--- src/rtl/ad5543_pkg.sv ---
// Shared types and constants for the AD5543 serial link receiver.
package ad5543_pkg;

  typedef enum logic [1:0] {
    WAIT_IDLE,
    IDLE,
    SHIFT
  } rx_state_t;

  localparam int AD5543_DW = 16;

endpackage

--- src/rtl/ad5543_serial_rx_sync_edge.sv ---
// Two-flop synchroniser followed by a history flop, giving the synced level
// plus single-cycle rise and fall strobes for one asynchronous input pin.
module sync_edge #(
  parameter logic RST_VAL = 1'b0
) (
  input  logic clk,
  input  logic rst,
  input  logic din,
  output logic level,
  output logic rise,
  output logic fall
);

  logic stage1;
  logic stage2;
  logic hist;

  // Resynchronise the pin and keep one cycle of history for edge detection.
  always_ff @(posedge clk or posedge rst) begin
    if (rst) begin
      stage1 <= RST_VAL;
      stage2 <= RST_VAL;
      hist   <= RST_VAL;
    end else begin
      stage1 <= din;
      stage2 <= stage1;
      hist   <= stage2;
    end
  end

  assign level = stage2;
  assign rise  = stage2 & ~hist;
  assign fall  = ~stage2 & hist;

endmodule

--- src/rtl/ad5543_serial_rx.sv ---
// Oversampling receiver for the AD5543 3-wire DAC link. Deserialises
// MSB-first frames and hands complete words to an AXI-stream master port,
// flagging frames of the wrong length and words lost to output overruns.
module ad5543_serial_rx
  import ad5543_pkg::*;
#(
  parameter int DW = AD5543_DW,
  parameter int CW = 16
) (
  input  logic          aclk,
  input  logic          areset,
  input  logic          sclk,
  input  logic          sdi,
  input  logic          cs_n,
  output logic          m_axis_tvalid,
  input  logic          m_axis_tready,
  output logic [DW-1:0] m_axis_tdata,
  output logic          frame_err,
  output logic          overflow,
  output logic [CW-1:0] err_cnt,
  output logic [CW-1:0] ovf_cnt
);

  localparam int             CNTW     = $clog2(DW + 2);
  localparam logic [CNTW-1:0] CNT_FULL = CNTW'(DW);
  localparam logic [CNTW-1:0] CNT_MAX  = CNTW'(DW + 1);

  logic sclk_level, sclk_rise, sclk_fall;
  logic sdi_level, sdi_rise, sdi_fall;
  logic cs_level, cs_rise, cs_fall;
  logic unused_edges;

  rx_state_t       state, state_next;
  logic [1:0]      settle_cnt;
  logic            settled;
  logic            clear_frame, close_frame;
  logic            shift_take;
  logic [DW-1:0]   shift_reg, shift_next;
  logic [CNTW-1:0] bit_cnt, count_next;
  logic            good_word, bad_word, ovf_hit;

  sync_edge #(.RST_VAL(1'b0)) u_sync_sclk (
    .clk(aclk), .rst(areset), .din(sclk),
    .level(sclk_level), .rise(sclk_rise), .fall(sclk_fall)
  );

  sync_edge #(.RST_VAL(1'b0)) u_sync_sdi (
    .clk(aclk), .rst(areset), .din(sdi),
    .level(sdi_level), .rise(sdi_rise), .fall(sdi_fall)
  );

  sync_edge #(.RST_VAL(1'b1)) u_sync_cs (
    .clk(aclk), .rst(areset), .din(cs_n),
    .level(cs_level), .rise(cs_rise), .fall(cs_fall)
  );

  // Only the sclk rise and the sdi level matter; the other strobes are spare.
  assign unused_edges = ^{sclk_level, sclk_fall, sdi_rise, sdi_fall};

  // The cs_n chain resets to 1, so its level is meaningless until two real
  // pin samples have flushed it; this stops a frame in flight at reset
  // release from looking like an idle line.
  always_ff @(posedge aclk or posedge areset) begin
    if (areset) settle_cnt <= 2'd0;
    else if (!settle_cnt[1]) settle_cnt <= settle_cnt + 2'd1;
  end

  assign settled = settle_cnt[1];

  // State register.
  always_ff @(posedge aclk or posedge areset) begin
    if (areset) state <= WAIT_IDLE;
    else        state <= state_next;
  end

  // Next-state logic: frame open/close decisions.
  always_comb begin
    state_next  = state;
    clear_frame = 1'b0;
    close_frame = 1'b0;
    case (state)
      WAIT_IDLE: if (settled && cs_level) state_next = IDLE;
      IDLE: if (cs_fall) begin
        clear_frame = 1'b1;
        state_next  = SHIFT;
      end
      SHIFT: if (cs_rise) begin
        close_frame = 1'b1;
        state_next  = IDLE;
      end
      default: state_next = WAIT_IDLE;
    endcase
  end

  // A clock edge coinciding with the closing cs_n edge is folded in before
  // the frame is judged, so evaluation looks at the post-shift values.
  assign shift_take = (state == SHIFT) && sclk_rise;
  assign shift_next = shift_take ? {shift_reg[DW-2:0], sdi_level} : shift_reg;
  assign count_next = (shift_take && bit_cnt != CNT_MAX) ? bit_cnt + CNTW'(1) : bit_cnt;
  assign good_word  = close_frame && (count_next == CNT_FULL);
  assign bad_word   = close_frame && (count_next != CNT_FULL);
  assign ovf_hit    = good_word && m_axis_tvalid && !m_axis_tready;

  // Shift register and bit counter for the frame being received.
  always_ff @(posedge aclk or posedge areset) begin
    if (areset) begin
      shift_reg <= '0;
      bit_cnt   <= '0;
    end else if (clear_frame) begin
      shift_reg <= '0;
      bit_cnt   <= '0;
    end else begin
      shift_reg <= shift_next;
      bit_cnt   <= count_next;
    end
  end

  // Single-entry output register; a newer good word always replaces an
  // unaccepted one.
  always_ff @(posedge aclk or posedge areset) begin
    if (areset) begin
      m_axis_tvalid <= 1'b0;
      m_axis_tdata  <= '0;
    end else if (good_word) begin
      m_axis_tvalid <= 1'b1;
      m_axis_tdata  <= shift_next;
    end else if (m_axis_tvalid && m_axis_tready) begin
      m_axis_tvalid <= 1'b0;
    end
  end

  // Error strobes and their saturating counters.
  always_ff @(posedge aclk or posedge areset) begin
    if (areset) begin
      frame_err <= 1'b0;
      overflow  <= 1'b0;
      err_cnt   <= '0;
      ovf_cnt   <= '0;
    end else begin
      frame_err <= bad_word;
      overflow  <= ovf_hit;
      if (bad_word && err_cnt != {CW{1'b1}}) err_cnt <= err_cnt + CW'(1);
      if (ovf_hit && ovf_cnt != {CW{1'b1}}) ovf_cnt <= ovf_cnt + CW'(1);
    end
  end

endmodule
--- config.mk ---
export PLATFORM = sky130hd
export DESIGN_NAME = ad5543_serial_rx
export DESIGN_NICKNAME = d
export VERILOG_FILES = /design/src/rtl/ad5543_pkg.sv /design/src/rtl/ad5543_serial_rx_sync_edge.sv /design/src/rtl/ad5543_serial_rx.sv
export SDC_FILE = /design/constraint.sdc
export NUM_CORES = 1
export LEC_CHECK = 0
export CAP_MARGIN = 20
export CORE_ASPECT_RATIO = 0.6
export CORE_MARGIN = 3
export CORE_UTILIZATION = 57
export CTS_CLUSTER_DIAMETER = 100
export DETAILED_ROUTE_END_ITERATION = 8
export PLACE_DENSITY = 0.84
export SLEW_MARGIN = 15
export SYNTH_ARGS = -nofsm -noshare
export SYNTH_HDL_FRONTEND = slang
export SYNTH_SLANG_ARGS = --single-unit
--- constraint.sdc ---
create_clock -name aclk -period 7.1 [get_ports aclk]
set_input_delay 0.71 -clock aclk [delete_from_list [all_inputs] [get_ports aclk]]
set_output_delay 0.71 -clock aclk [all_outputs]
set_load 0.02 [all_outputs]
==> results by group, run 1 <==
Run status
  • Status: finished clean

Clock tree
  • Post-CTS setup buffer count: 0
  • Cts repair resizes: 0
  • CTS tree: yes
  • Max H-tree Level: 3
  • Clock Latency Late Sink: 330 ps
  • Sink Count: 84
  • Root Buffer: clkbuf_8
  • CTS Hold Buffers Added: 0
  • CTS Buffer Depth: 2
  • CTS Buf Count: 9
  • Clk pin slew, worst setup/hold paths: 80 ps

Worst setup path
  • R2r startpoint: state[0]
  • Crit path kind: reg -> reg
  • WP data required: 7310 ps
  • R2R setup slack: 4190 ps
  • Reg2reg path depth: 6
  • Critical Path AT: 3130 ps
  • R2r endpoint: err_cnt[1]
  • Critical Path Fanout Max: 25
  • Type of destination of the critical path: flip-flop
  • CP Launch Type: flip-flop

Detailed routing
  • Routed met1 length: 3411 µm
  • Drt initial violations: 142
  • Routed vias: 2579
  • Max layer used: met4
  • DR vias/cell: 5.558
  • Post-route ant nets: 0
  • TritonRoute pass-1 iters: 5
  • Met3 wire len: 414 µm
  • DRC viols: 0
  • Routed wire per std cell: 15.02 µm
  • Total Wirelength: 6970 µm
  • Routed wl met2: 3099 µm

Timing
  • Fmax: 0.3431 GHz
  • Slew headroom: 36.39%
  • Slew Limit Fails: 0
  • Setup violations, final: 0
  • Final Hold Viols: 0
  • Setup TNS: 0 ps
  • Pin slew with the least headroom to its limit: 954.2 ps
  • Period utilization: 41.05%
  • Unrepaired setup endpoints after global routing: no
  • Clock skew: 8.128 ps
  • Post-route minimum period: 2915 ps

Logic synthesis
  • Synth top area share: 55.79%
  • Top cells by count, synth: dfrtp_1 (81), nor2_1 (42), xnor2_1 (18)
  • Async S/R FF share, synth: 100.0%
  • Post-synth top flop: dfrtp_1
  • Register area share after synthesis: 57.95%
  • Warnings, synthesis: 0
  • Yosys reg bits: 84
  • Post-Synthesis Net Count: 331
  • Mapped Cells: 321
  • Most numerous cell in the Yosys netlist: dfrtp_1
  • Post-synth EDFFs: 0
  • Area leader, netlist: dfrtp_1
  • Syn Area/Cell: 11.32 µm²
  • Distinct cells, synth: 42
  • Area contributors post-synth: dfrtp_1 (56%), mux2i_1 (4.4%), nor2_1 (4.3%), xnor2_1 (4.3%), xor2_1 (4.1%)
  • Syn Std Cell Area: 3633 µm²

Power
  • P_leak: 1.965 nW
  • Pwr/cell area: 194.3 nW/µm²
  • Worst vdd ir: 0.1748 mV

Place
  • HPWL Detailed: 4914 µm
  • DP Area: 4295 µm²
  • Gp weighted congestion: 0.8555
  • Port bufs: 56

Floorplan
  • Die height: 67.85 µm
  • Io pins: 57
  • Rows: 21
  • Total Die Area: 7400 µm²
  • Starting Density: 62.01%
  • Die width: 109.1 µm
  • Core Region: 5859 µm²

Layout
  • Design Area, Final: 4504 µm²
  • # diodes: 0
  • Synth-to-layout area growth: 23.97%
  • Final #Nets: 389
  • Fraction of layout cells with a size suffix above 1: 10.68%

Global routing
  • First-pass GRT wire length: 11880 µm
  • Total GRT Usage: 20.66%
  • Initial antenna violation count: 0
  • Vias in the first global route: 2521
  • Pin count of the biggest net entering global routing: 85
  • Gr ovfl total: 0

Worst hold path
  • Hold path cells: 0
  • Hold_sp: u_sync_sclk.stage1
  • Worst min path class: reg -> reg
  • Hold endpoint: u_sync_sclk.level

Flow run
  • Max cap viols: 0
==> placed cells by master (no fill, tap or decap), drive strengths merged, types with 3 or more instances in the layout <==
cell           count
a21oi             17
and3               4
and4               3
buf                6
clkbuf            12
clkdlybuf4s50     56
clkinv             3
dfrtp             81
dfstp              3
ha                 4
inv                4
mux2               3
mux2i             16
nand2             15
nand2b             4
nand3             17
nand4             11
nor2              42
nor3               8
nor4              13
o21ai              3
xnor2             18
xor2              17
==> per-stage QoR <==
step | instances | setup slack [ps] | hold WS [ps] | power (mW) | util, %
2_1_floorplan | 321 | 4230 | 331.2 | 0.5593 | -
3_3_place_gp | 446 | 4390 | 331.7 | 0.5864 | 73.31
3_5_place_dp | 446 | 4201 | 343.4 | 0.5917 | 73.31
4_1_cts | 462 | 4187 | 361.2 | 0.8818 | 76.21
5_1_grt | 464 | 4010 | 369.6 | 0.9172 | 76.87
6_report | 464 | 4185 | 357.2 | 0.8750 | 76.87
==> report_power, final <==
part           internal [mW]  switching [mW]  total, mW
clock network          0.136           0.155      0.291
registers              0.492          0.0199      0.512
logic                 0.0322          0.0403     0.0725
==> critical path: stages, from the launching register on <==
cell and delay (ps):
dfrtp_1 430, nor4bb_4 280, buf_4 370, a2111o_1 300, a22o_1 800, nand2_1 250, mux2_2 350
==> logic make-up after synthesis <==
| family | after synthesis | synth area share, % |
|---|---|---|
| muxes | 19 | 5.337 |
| buffers and inverters | 20 | 2.204 |
| AOI/OAI and AO/OA | 31 | 5.613 |
| DFF | 84 | 57.95 |
| adders and majority gates | 4 | 1.377 |
| and+or+nand+nor | 128 | 19.08 |
| xor gates and xnor gates | 35 | 8.437 |
==> routing by layer <==
metal,global-route usage (%),vias up
met2,31.19,77
met1,30.34,1262
met3,5.749,6
met4,4.094,0
met5,0,-
li1,-,1234
==> final cells by class <==
type | instances | area (µm²)
flip-flops and latches | 84 | 2106
clock inverters | 4 | 25.02
multi-input cells | 217 | 1479
clock buffers | 12 | 145.1
repair buffers | 62 | 629.4
well taps | 80 | 100.1
inverters | 5 | 20.02
fillers | 376 | 1355
==> worst max path at each step <==
stage                     slack [ps]    endpoint  startpoint
after global routing            4010  err_cnt[1]    state[0]
after detailed placement        4200  err_cnt[1]    state[0]
final                           4190  err_cnt[1]    state[0]
after floorplan                 4230  bit_cnt[0]      areset
after global placement          4390  err_cnt[1]    state[0]
after CTS                       4190  err_cnt[1]    state[0]
Power figures use the tool's default switching activity.
==> run 2: changes to the inputs <==
--- a/config.mk
+++ b/config.mk
@@ -8,10 +8,10 @@
 export CAP_MARGIN = 20
 export CORE_ASPECT_RATIO = 0.6
 export CORE_MARGIN = 3
-export CORE_UTILIZATION = 57
+export CORE_UTILIZATION = 53
 export CTS_CLUSTER_DIAMETER = 100
 export DETAILED_ROUTE_END_ITERATION = 8
-export PLACE_DENSITY = 0.84
+export PLACE_DENSITY = 0.79
 export SLEW_MARGIN = 15
 export SYNTH_ARGS = -nofsm -noshare
 export SYNTH_HDL_FRONTEND = slang
==> constraint.sdc (replaced) <==
create_clock -name aclk -period 2.7 [get_ports aclk]
set_input_delay 0.27 -clock aclk [delete_from_list [all_inputs] [get_ports aclk]]
set_output_delay 0.27 -clock aclk [all_outputs]
set_load 0.02 [all_outputs]
==> run 2 against run 1 <==
Via count up 2.7%. Clock power grew to 4.7 times the previous value. Hold slack got worse by 150 ps. Power increased to 3.3 times the previous value. Die area increased by 7.0%. Wire length grew 12%. Flip-flop and latch count unchanged. Critical path type unchanged.
==> results by group, run 2 (synthesized netlist as in run 1, its figures left out) <==
Timing
  • Setup TNS: 0 ps (unchanged)
  • Pin slew with the least headroom to its limit: 534.3 ps (was 954.2 ps)
  • Setup violations, final: 0 (unchanged)
  • Slew Limit Fails: 0 (unchanged)
  • Period utilization: 91.33% (was 41.05%)
  • Post-route minimum period: 2466 ps (was 2915 ps)
  • Clock skew: 5.815 ps (was 8.128 ps)
  • WHS: 207.6 ps (was 357.2 ps)
  • Final Hold Viols: 0 (unchanged)
  • Slew headroom: 64.38% (was 36.39%)
  • Fmax: 0.4055 GHz (was 0.3431 GHz)
  • Unrepaired setup endpoints after global routing: no (unchanged)

Detailed routing
  • Post-route ant nets: 0 (unchanged)
  • TritonRoute pass-1 iters: 4 (was 5)
  • Routed vias: 2648 (was 2579)
  • DR vias/cell: 5.634 (was 5.558)
  • Total Wirelength: 7824 µm (was 6970 µm)
  • Drt initial violations: 136 (was 142)
  • DRC viols: 0 (unchanged)
  • Routed wire per std cell: 16.65 µm (was 15.02 µm)

Layout
  • Synth-to-layout area growth: 28.62% (was 23.97%)
  • Fraction of layout cells with a size suffix above 1: 11.92% (was 10.68%)
  • Fillers: 450 (was 376)
  • Design Area, Final: 4673 µm² (was 4504 µm²)
  • Final #Nets: 391 (was 389)
  • FF/Latch Area: 2106 µm² (unchanged)
  • # diodes: 0 (unchanged)
  • Multi-input logic area: 1469 µm² (was 1479 µm²)
  • Final Util: 73.49% (was 76.87%)
  • Most frequent cells in the layout: dfrtp_1 (81), clkdlybuf4s50_1 (56), nor2_1 (42), xnor2_1 (18) (unchanged)
  • Most common cell after layout, fill and taps aside: dfrtp_1 (unchanged)

Worst hold path
  • Worst min path class: in -> async (was reg -> reg)

Power
  • Pwr/cell area: 624.3 nW/µm² (was 194.3 nW/µm²)
  • Worst vdd ir: 0.5036 mV (was 0.1748 mV)
  • P_leak: 2.047 nW (was 1.965 nW)
  • Tot Pwr: 2.918 mW (was 0.8750 mW)

Place
  • Port bufs: 56 (unchanged)
  • DP Area: 4332 µm² (was 4295 µm²)
  • HPWL Detailed: 5320 µm (was 4914 µm)
  • Gp weighted congestion: 0.8846 (was 0.8555)

Worst setup path
  • CP Launch Type: flip-flop (unchanged)
  • Critical Path AT: 2730 ps (was 3130 ps)
  • Crit path kind: reg -> reg (unchanged)
  • WP data required: 2960 ps (was 7310 ps)
  • Type of destination of the critical path: flip-flop (unchanged)
  • Critical Path Fanout Max: 24 (was 25)

Floorplan
  • Io pins: 57 (unchanged)
  • Core Region: 6359 µm² (was 5859 µm²)
  • Die height: 70.14 µm (was 67.85 µm)
  • Die width: 112.9 µm (was 109.1 µm)
  • Starting Density: 57.14% (was 62.01%)
  • Total Die Area: 7918 µm² (was 7400 µm²)
  • Rows: 22 (was 21)

Run status
  • Status: finished clean (unchanged)

Global routing
  • Gr ovfl total: 0 (unchanged)
  • Initial antenna violation count: 0 (unchanged)
  • Vias in the first global route: 2641 (was 2521)
  • First-pass GRT wire length: 13360 µm (was 11880 µm)
  • Pin count of the biggest net entering global routing: 51 (was 85)
  • Total GRT Usage: 21.56% (was 20.66%)

Clock tree
  • CTS Hold Buffers Added: 0 (unchanged)
  • Root Buffer: clkbuf_16 (was clkbuf_8)
  • CTS Buf Count: 9 (unchanged)
  • Max H-tree Level: 3 (unchanged)
  • Clk pin slew, worst setup/hold paths: 60 ps (was 80 ps)
  • CTS Buffer Depth: 2 (unchanged)
  • CTS tree: yes (unchanged)
  • Clock Latency Late Sink: 340 ps (was 330 ps)
  • Sink Count: 84 (unchanged)

Flow run
  • Max cap viols: 0 (unchanged)
## run 2: cell count changes in the layout (fill, tap and decap cells not counted)
cell / before / now
a22o_2: 0 / 1
buf_16: 1 / 0
clkbuf_1: 2 / 0
a221oi_2: 0 / 1
a221oi_4: 1 / 0
buf_6: 1 / 0
buf_12: 0 / 1
a22o_1: 1 / 0
buf_4: 4 / 7
clkbuf_8: 10 / 0
clkbuf_16: 0 / 9
bufinv_16: 0 / 3
## run 2: per-stage QoR
| step | std cells | setup slack (ps) |
|---|---|---|
| 3_3_place_gp | 454 | 196.8 |
| 4_1_cts | 470 | 12.70 |
| 6_report | 470 | 234.1 |
| 2_1_floorplan | 321 | 269.8 |
| 5_1_grt | 470 | 87.02 |
| 3_5_place_dp | 454 | 65.78 |
## run 2: final timing paths
path | from | cells past startpoint | to | slack, ps
max in group asynchronous | areset | 3 | u_sync_cs.hist | 1910
worst max register to register | bit_cnt[0] | 6 | ovf_cnt[6] | 230
worst min register to register | u_sync_sdi.stage1 | 0 | u_sync_sdi.level | 350
worst max-delay path | bit_cnt[0] | 6 | ovf_cnt[6] | 230
min in group aclk | cs_n | 1 | u_sync_cs.stage1 | 330
worst min-delay path | areset | 2 | overflow | 210
## run 2: routing by layer
layer  global-route usage (%)  share of wire (%)  up-vias
met3                    7.619                5.4        6
met2                    32.22                 46       73
met4                    6.133               0.83        0
met5                        0                  0        -
li1                         -                  -     1246
met1                    29.86                 48     1323
## run 2: power by group
group / internal [mW] / leakage, nW / switching [mW]
Sequential: 1.30 / 1.14 / 0.0517
Combinational: 0.0850 / 0.745 / 0.108
Clock: 0.899 / 0.161 / 0.478
Total: 2.28 / 2.05 / 0.637
## run 2: layout make-up
type	instances	share of cell area, %
multi-input cells	217	31.43
flip-flops and latches	84	45.06
inverters	5	0.4284
clock inverters	7	2.463
well taps	84	2.249
clock buffers	9	4.819
repair buffers	64	13.55
## run 2: repair_timing
item | 4_1_cts | 5_1_grt
resized for setup | 0 | 1
setup endpoints to repair | 0 | 20
setup buffers | 0 | 0
## run 2: critical path, stage by stage (launching register included)
cell      delay, ps
dfrtp_1         460
ha_1            190
nand3b_1        160
a2111o_1        510
a22o_2          480
nor4_2          400
xor2_1          190
==> run 3: changes to the inputs <==
--- a/config.mk
+++ b/config.mk
@@ -8,10 +8,10 @@
 export CAP_MARGIN = 20
 export CORE_ASPECT_RATIO = 0.6
 export CORE_MARGIN = 3
-export CORE_UTILIZATION = 53
+export CORE_UTILIZATION = 57
 export CTS_CLUSTER_DIAMETER = 100
 export DETAILED_ROUTE_END_ITERATION = 8
-export PLACE_DENSITY = 0.79
+export PLACE_DENSITY = 0.84
 export SLEW_MARGIN = 15
 export SYNTH_ARGS = -nofsm -noshare
 export SYNTH_HDL_FRONTEND = slang
==> constraint.sdc (replaced) <==
create_clock -name aclk -period 3.1 [get_ports aclk]
set_input_delay 0.31 -clock aclk [delete_from_list [all_inputs] [get_ports aclk]]
set_output_delay 0.31 -clock aclk [all_outputs]
set_load 0.02 [all_outputs]
==> run 3 against run 2 <==
Register-to-register slack better by 200 ps. Clock power is 54% lower. Count of clock-buffer cells in the layout is 1 higher. Die area is 6.5% lower. Global-route usage decreased by 0.78 points. Combinational power is 14% lower. Final area down 3.6%. Worst setup slack gained 200 ps. Non-clock buffer count is 1 higher. Wire length fell by 11%. Critical endpoint is now ovf_cnt[11]. Largest cell class unchanged. Largest power group is now sequential cells. Highest routed layer unchanged.
==> results by group, run 3 (synthesized netlist as in run 1, its figures left out) <==
Worst setup path
  • Crit path to: ovf_cnt[11] (was ovf_cnt[6])
  • R2r endpoint: ovf_cnt[11] (was ovf_cnt[6])
  • Critical Path Fanout Max: 17 (was 24)
  • Critical Path AT: 2930 ps (was 2730 ps)
  • Crit path kind: reg -> reg (unchanged)
  • Reg2reg path depth: 6 (unchanged)
  • WP data required: 3370 ps (was 2960 ps)
  • CP Launch Type: flip-flop (unchanged)
  • R2R setup slack: 430 ps (was 230 ps)
  • Type of destination of the critical path: flip-flop (unchanged)
  • Crit path launch: state[0] (was bit_cnt[0])
  • R2r startpoint: state[0] (was bit_cnt[0])

Timing
  • Slew headroom: 50.95% (was 64.38%)
  • Pin slew with the least headroom to its limit: 734.9 ps (was 534.3 ps)
  • Unrepaired setup endpoints after global routing: no (unchanged)
  • WHS: 351.7 ps (was 207.6 ps)
  • Worst setup margin: 431.6 ps (was 234.1 ps)
  • Slew Limit Fails: 0 (unchanged)
  • Final Hold Viols: 0 (unchanged)
  • Clock skew: 10.51 ps (was 5.815 ps)
  • Post-route minimum period: 2668 ps (was 2466 ps)
  • Fmax: 0.3748 GHz (was 0.4055 GHz)
  • Setup TNS: 0 ps (unchanged)
  • Setup violations, final: 0 (unchanged)
  • Period utilization: 86.08% (was 91.33%)

Clock tree
  • CTS Buf Count: 9 (unchanged)
  • Post-CTS setup buffer count: 0 (unchanged)
  • Cts repair resizes: 0 (unchanged)
  • Clock Latency Late Sink: 350 ps (was 340 ps)
  • Root Buffer: clkbuf_8 (was clkbuf_16)
  • CTS Buffer Depth: 2 (unchanged)
  • CTS tree: yes (unchanged)
  • Max H-tree Level: 3 (unchanged)
  • Sink Count: 84 (unchanged)
  • CTS Hold Buffers Added: 0 (unchanged)
  • Clk pin slew, worst setup/hold paths: 80 ps (was 60 ps)

Global routing
  • Initial antenna violation count: 0 (unchanged)
  • Vias in the first global route: 2414 (was 2641)
  • First-pass GRT wire length: 11760 µm (was 13360 µm)
  • Pin count of the biggest net entering global routing: 44 (was 51)
  • Total GRT Usage: 20.78% (was 21.56%)
  • Gr ovfl total: 0 (unchanged)

Power
  • Register share of total power: 59.2% (was 46.2%)
  • Clock share of power: 32.4% (was 47.2%)
  • Switching Fraction: 24.95% (was 21.85%)
  • Pwr/cell area: 438.6 nW/µm² (was 624.3 nW/µm²)
  • P_leak: 1.970 nW (was 2.047 nW)
  • Internal power: 1.482 mW (was 2.280 mW)
  • Worst vdd ir: 0.3482 mV (was 0.5036 mV)
  • Gate power share: 8.4% (was 6.6%)
  • Tot Pwr: 1.975 mW (was 2.918 mW)
  • Switch Pwr: 0.4928 mW (was 0.6375 mW)

Floorplan
  • Die width: 109.1 µm (was 112.9 µm)
  • Io pins: 57 (unchanged)
  • Rows: 21 (was 22)
  • Total Die Area: 7400 µm² (was 7918 µm²)
  • Starting Density: 62.01% (was 57.14%)
  • Core Region: 5859 µm² (was 6359 µm²)
  • Die height: 67.85 µm (was 70.14 µm)

Detailed routing
  • Total Wirelength: 6981 µm (was 7824 µm)
  • Post-route ant nets: 0 (unchanged)
  • TritonRoute pass-1 iters: 5 (was 4)
  • DRC viols: 0 (unchanged)
  • Routed wire per std cell: 14.98 µm (was 16.65 µm)
  • Routed vias: 2551 (was 2648)
  • DR vias/cell: 5.474 (was 5.634)
  • Drt initial violations: 134 (was 136)

Layout
  • Fillers: 386 (was 450)
  • # diodes: 0 (unchanged)
  • Non-filler cells, final: 466 (was 470)
  • Final #Nets: 392 (was 391)
  • FF/Latch Area: 2106 µm² (unchanged)
  • Multi-input logic area: 1479 µm² (was 1469 µm²)
  • Synth-to-layout area growth: 23.93% (was 28.62%)
  • Design Area, Final: 4503 µm² (was 4673 µm²)
  • Most common cell after layout, fill and taps aside: dfrtp_1 (unchanged)
  • Final Util: 76.85% (was 73.49%)
  • Most frequent cells in the layout: dfrtp_1 (81), clkdlybuf4s50_1 (56), nor2_1 (42), xnor2_1 (18) (unchanged)
  • Fraction of layout cells with a size suffix above 1: 11.40% (was 11.92%)

Worst hold path
  • Hold_sp: u_sync_sdi.stage1
  • Worst min path class: reg -> reg (was in -> async)

Place
  • Placed Cells: 451 (was 454)
  • Port bufs: 56 (unchanged)
  • DP Area: 4345 µm² (was 4332 µm²)
  • Worst slack, placed: 418.3 ps (was 65.78 ps)
  • HPWL Detailed: 5035 µm (was 5320 µm)
  • Gp weighted congestion: 0.8562 (was 0.8846)

Flow run
  • Max cap viols: 0 (unchanged)

Run status
  • Status: finished clean (unchanged)
[run 3: cell types whose count changed in the layout (fill, tap and decap cells not counted)]
cell	delta
a221oi_2	-1
a221oi_4	+1
a22o_1	+1
a22o_2	-1
buf_4	+1
bufinv_16	-3
clkbuf_1	+1
clkbuf_16	-9
clkbuf_8	+9
clkinv_2	+1
[run 3: area by class of cell]
cell class              count  share of cell area (%)
clock buffers              10                   2.834
clock inverters             5                  0.6669
inverters                   5                  0.4446
multi-input cells         217                   32.84
flip-flops and latches     84                   46.76
well taps                  80                   2.223
repair buffers             65                   14.23
[run 3: per-layer routing]
metal | vias up | part of all wire [%] | track usage, % | wire length [µm]
met5 | - | 0 | 0 | 0
met2 | 65 | 43 | 29.36 | 3014
met3 | 8 | 5.3 | 5.467 | 368
met1 | 1228 | 50 | 30.89 | 3520
met4 | 0 | 1.1 | 7.874 | 78
li1 | 1250 | - | - | -
[run 3: critical path, cell delays in order (launching register included)]
cell	delay [ps]
dfrtp_1	430
nor4bb_4	530
o2111ai_1	360
a22o_1	500
buf_4	280
nor4_2	310
xor2_1	180
[run 3: power by group through the flow]
stage	logic, mW	registers, mW	clock network (mW)
CTS	0.168	1.17	0.653
detailed placement	0.168	1.19	0
global route	0.184	1.18	0.704
floorplan	0.0892	1.19	0
finish	0.166	1.17	0.640
global placement	0.161	1.19	0
[run 3: worst min path at each step]
stage / cells after the start / endpoint / slack, ps
4_1_cts: 0 / u_sync_sclk.level / 350
5_1_grt: 0 / u_sync_sclk.level / 350
6_report: 0 / u_sync_sdi.level / 350
2_1_floorplan: 0 / u_sync_cs.stage1 / 310
3_5_place_dp: 0 / u_sync_sclk.level / 340
3_3_place_gp: 0 / u_sync_sclk.level / 330
